`src/rtl/sync_fifo_ctl.sv`:
```
// Single-clock FIFO with occupancy count, almost-full/almost-empty watermarks, flush and sticky error flags.
// Define SYNC_FIFO_FWFT_EN for first-word fall-through reads; the default is a registered read port.
module sync_fifo_ctl #(
  parameter int DATA_WIDTH = 32,
  parameter int ADDR_WIDTH = 4,
  parameter int AFULL_TH   = 12,
  parameter int AEMPTY_TH  = 4
) (
  input  logic                  clk,
  input  logic                  rst_n,
  input  logic                  clr,
  input  logic                  winc,
  input  logic [DATA_WIDTH-1:0] wdata,
  output logic                  wfull,
  output logic                  almost_full,
  input  logic                  rinc,
  output logic [DATA_WIDTH-1:0] rdata,
  output logic                  rempty,
  output logic                  almost_empty,
  output logic [ADDR_WIDTH:0]   count,
  output logic                  overflow,
  output logic                  underflow
);

  localparam int DEPTH = 1 << ADDR_WIDTH;
  localparam logic [ADDR_WIDTH:0] DEPTH_C  = (ADDR_WIDTH+1)'(DEPTH);
  localparam logic [ADDR_WIDTH:0] AFULL_C  = (ADDR_WIDTH+1)'(AFULL_TH);
  localparam logic [ADDR_WIDTH:0] AEMPTY_C = (ADDR_WIDTH+1)'(AEMPTY_TH);

  logic [DATA_WIDTH-1:0] mem [DEPTH];
  logic [ADDR_WIDTH-1:0] wptr;
  logic [ADDR_WIDTH-1:0] rptr;
  logic [ADDR_WIDTH:0]   count_next;
  logic                  we;
  logic                  re;
  logic                  flush;

  // Requests are qualified only by the registered flags: no full/empty bypass.
  assign we    = winc && !wfull;
  assign re    = rinc && !rempty;
  assign flush = !rst_n || clr;

  always_comb begin
    count_next = count + (ADDR_WIDTH+1)'(we) - (ADDR_WIDTH+1)'(re);
  end

  // Storage is not reset; writes during reset or flush are discarded.
  always_ff @(posedge clk) begin
    if (!flush && we) begin
      mem[wptr] <= wdata;
    end
  end

  always_ff @(posedge clk) begin
    if (flush) begin
      wptr         <= '0;
      rptr         <= '0;
      count        <= '0;
      rempty       <= 1'b1;
      wfull        <= 1'b0;
      almost_empty <= 1'b1;
      almost_full  <= 1'b0;
      overflow     <= 1'b0;
      underflow    <= 1'b0;
    end else begin
      if (we) wptr <= wptr + 1'b1;
      if (re) rptr <= rptr + 1'b1;
      count        <= count_next;
      // Flags derive from count_next so they stay coherent with count.
      rempty       <= (count_next == '0);
      wfull        <= (count_next == DEPTH_C);
      almost_empty <= (count_next <= AEMPTY_C);
      almost_full  <= (count_next >= AFULL_C);
      overflow     <= overflow  || (winc && wfull);
      underflow    <= underflow || (rinc && rempty);
    end
  end

`ifdef SYNC_FIFO_FWFT_EN
  // Head word is presented combinationally; don't-care while empty.
  assign rdata = mem[rptr];
`else
  // One-cycle read latency; flush leaves the last read word in place.
  always_ff @(posedge clk) begin
    if (!rst_n) begin
      rdata <= '0;
    end else if (!clr && re) begin
      rdata <= mem[rptr];
    end
  end
`endif

endmodule

```
`config.mk`:
```
export PLATFORM = sky130hd
export DESIGN_NAME = sync_fifo_ctl
export DESIGN_NICKNAME = d
export VERILOG_FILES = /design/src/rtl/sync_fifo_ctl.sv
export SDC_FILE = /design/constraint.sdc
export NUM_CORES = 1
export LEC_CHECK = 0
export CAP_MARGIN = 5
export CORE_MARGIN = 5
export CORE_UTILIZATION = 30
export CTS_CLUSTER_DIAMETER = 50
export DETAILED_ROUTE_END_ITERATION = 16
export HOLD_SLACK_MARGIN = 0.06
export MAX_ROUTING_LAYER = met4
export PLACE_DENSITY = 0.42
export SLEW_MARGIN = 20
export SYNTH_ARGS = -nofsm -noshare
export SYNTH_HDL_FRONTEND = slang
export SYNTH_SLANG_ARGS = --single-unit
```
`constraint.sdc`:
```
create_clock -name clk -period 6.4 [get_ports clk]
set_input_delay 1.6 -clock clk [delete_from_list [all_inputs] [get_ports clk]]
set_output_delay 1.6 -clock clk [all_outputs]
set_load 0.005 [all_outputs]
```
==> Implementation_results.wiki <==
{| class="wikitable"
! Metric !! Value
|-
| Critical Path End Type || register
|-
| Peak supply drop || 0.158 mV
|-
| Part of the Yosys area used for sequential elements || 76.3%
|-
| Number of warnings printed during yosys synthesis || 0
|-
| Area fraction of the dominant cell type after synthesis || 71.6%
|-
| Leakage power figure || 7.94 nW
|-
| MaxCap Viol Count || 0
|-
| Number of I/O pins || 80
|-
| Detail-routed net length per standard cell || between 20 and 25 um
|-
| Rel. slew slack || a little under a third
|-
| Storage cell area || approximately 16000 sq um
|-
| Most frequent standard cell in the layout excluding fill and tap cells || edfxtp_1
|-
| Synthesized area divided by synthesized cell count || 20.6 sq um
|-
| Die Footprint || just under 80000 sq um
|-
| Unrepaired setup endpoints after global routing || false
|-
| GRT Resource Usage Total || 14.2%
|-
| Ratio of cells with drive above 1 in the final layout || 23.8%
|-
| Synthesized area || 21500 sq um
|-
| Aggregate negative setup slack || 0 ns
|-
| Drt pass-1 iters || 4
|-
| Area added between synthesis and finish || 20.4%
|-
| Pre-CTS setup slack || ~1.5 ns
|-
| Post-CTS Setup Repair Bufs || 0
|-
| Via count of the first global-routing pass || 11100
|-
| Max Clk Rate || 236 MHz
|-
| Die X-Extent || between 200 and 300 um
|-
| Cell taking the most area after synthesis || edfxtp_1
|-
| Setup slack of the critical path after layout || 2.15 ns
|-
| Transition at the pin with the smallest max-transition slack || about 1 ns
|-
| FFs w/ async S/R, synth || 0%
|-
| Clock tree from TritonCTS || yes
|-
| Wire length of the first global-routing pass || about 80 mm
|-
| Syn_nets || 1090
|-
| Std-Cell Core Area || 71200 sq um
|-
| Yosys cell types || 42
|-
| Clock Skews || 0.0156 ns
|-
| Number of antenna violations at the first check in global routing || 0
|-
| Nature of the critical path startpoint || input pin
|-
| Total number of nets in the final design || 1214
|-
| Required time reported for the critical path endpoint || between 6 and 7 ns
|-
| Gate count after technology mapping || 1042
|-
| Arrival @ worst endpoint || 4.74 ns
|-
| Site row count || 98
|-
| Clock insertion delay at the later pin of the skew report || 0.58 ns
|-
| Clock transition at the register clock pins on the worst setup and hold paths after CTS || roughly 0.05 ns
|-
| Deepest level of the CTS H-tree || 3
|-
| Count of final setup violators || 0
|-
| Count of antenna diodes in the layout || 0
|-
| PD cells || about 320 nW/um^2
|-
| Number of synthesized flops with an enable pin || a little over 500
|-
| Estimated wirelength of the detail-placed design || 29.9 mm
|-
| Most instantiated flip-flop cell in the synthesis netlist || edfxtp_1
|-
| Critical path class || input pin to register
|-
| Final Max Tran Viols || 0
|-
| FILL cells || approximately 6600
|-
| Final RePlAce weighted congestion || 0.692
|-
| Top library cells by usage in the layout, fill and taps aside || 512 x edfxtp_1, 79 x clkdlybuf4s50_1, 77 x mux4_2
|-
| Routed vias || 10300
|-
| Worst Path Max Fanout || 9
|-
| Number of buffers created by CTS || 70
|-
| Maximum count of clock buffers along a single path || 3
|-
| Number of hold-slack violations in the final timing report || 0
|-
| DR vias/cell || 4.75
|-
| DRC violations left || 0
|-
| Initial DRC Count || between 600 and 700
|-
| Cell types with the largest area share after synthesis || edfxtp_1 72%, mux4_2 8.1%, dfxtp_1 4.8%
|-
| Root buffer selected by CTS || clkbuf_16
|-
| Initial standard-cell utilization of the core || 30.1%
|-
| GRT overflow || 0
|-
| Time the final worst path needs with I/O delays and setup || 4.25 ns
|-
| Hold bufs inserted after CTS || 0
|-
| Resized cells post-CTS || 0
|-
| Clk sink count || 563
|-
| Hold slack final || 0.484 ns
|-
| Worst hold path type || register to register
|-
| Result of the run || finished, final reports clean
|-
| Vert. Die Dim || 278 um
|-
| Post-route clock period utilization || 66.3%
|-
| IO buf count || 79
|-
| Maximum number of pins on one net before global-route repair || 110
|-
| Routed wire length || 53.3 mm
|-
| ANT nets after route || 0
|-
| Register bit count reported by yosys || 563
|-
| Area of the multi-input gates || 4840 sq um
|}
==> worst paths after layout <==
kind	startpoint	end	slack [ns]	cells after the start
max reg2reg	wfull$_SDFF_PP0_	wfull$_SDFF_PP0_	3.37	10
min reg2reg	underflow$_SDFF_PP0_	underflow$_SDFF_PP0_	0.48	2
min	underflow$_SDFF_PP0_	underflow$_SDFF_PP0_	0.48	2
max	winc	wfull$_SDFF_PP0_	2.15	11
==> where the power goes <==
group,switching (mW),leakage [nW],internal (mW)
Clock,1.55,1.16,2.38
Combinational,0.134,1.75,0.0925
Sequential,0.0139,5.02,4.03
Total,1.69,7.94,6.51
==> routing by layer <==
layer	global-route usage (%)	routed length, um	up-vias
li1	-	-	4556
met1	19.0	24400	5471
met2	22.9	26000	196
met3	2.37	1970	79
met4	3.58	931	0
met5	-	0	-
==> cells by family after synthesis <==
family	after synthesis	share of synthesized area [%]
adder cells (fa/ha/maj)	11	0.676
multiplexers	193	15.1
AO/OA/AOI/OAI	108	3.89
XOR/XNOR	10	0.408
flip-flops	563	76.3
AND/OR/NAND/NOR	90	1.81
buffers and inverters	67	1.77
==> worst max-delay path, cell delays in order <==
cell and delay, ns:
clkdlybuf4s50_1 0.50, nor2b_1 0.54, inv_1 0.11, ha_1 0.30
inv_1 0.04, ha_1 0.20, fa_1 0.43, a21o_1 0.19
a21oi_1 0.25, mux2i_1 0.35, nor3b_1 0.24
==> layout make-up <==
type	count	area share, %
inverters	10	0.145
well taps	950	4.60
multi-input cells	412	18.7
clock inverters	40	1.43
clock buffers	87	7.66
repair buffers	109	3.98
flip-flops and latches	563	63.5
==> synth_stat cells (2+ instances only) <==
master    instances
a21o_1            3
buf_4             4
a21oi_1           6
a22oi_2           8
mux4_1           19
mux2_2           32
xor2_1            5
inv_1             9
buf_2            11
nor2_1           29
and2_1            4
dfxtp_1          51
clkbuf_1         27
nand4_1           2
nor2b_1           3
nand2_1          42
buf_6             9
nand2b_1          3
ha_1             10
o211ai_1         32
mux4_2           77
xnor2_1           5
buf_1             2
mux2i_1          65
edfxtp_1        512
a22oi_1          56
==> flip-flops by register name, indices dropped and copies added (netlist names) <==
signal and flops:
count 5, almost_full 1, rdata 32, rempty 1, rptr 4, mem 512, wptr 4, overflow 1
wfull 1, underflow 1, almost_empty 1
==> through the flow <==
stage	total power [mW]	utilization (%)	area, sq um	cells
5_1_grt	8.51	36.3	25800	2171
3_5_place_dp	4.36	33.0	23500	2044
3_3_place_gp	4.36	33.0	23500	2044
2_1_floorplan	4.21	-	21500	1042
4_1_cts	8.33	36.3	25800	2171
6_report	8.20	36.3	25800	2171
Note: power is estimated with default switching activity, not from simulation.
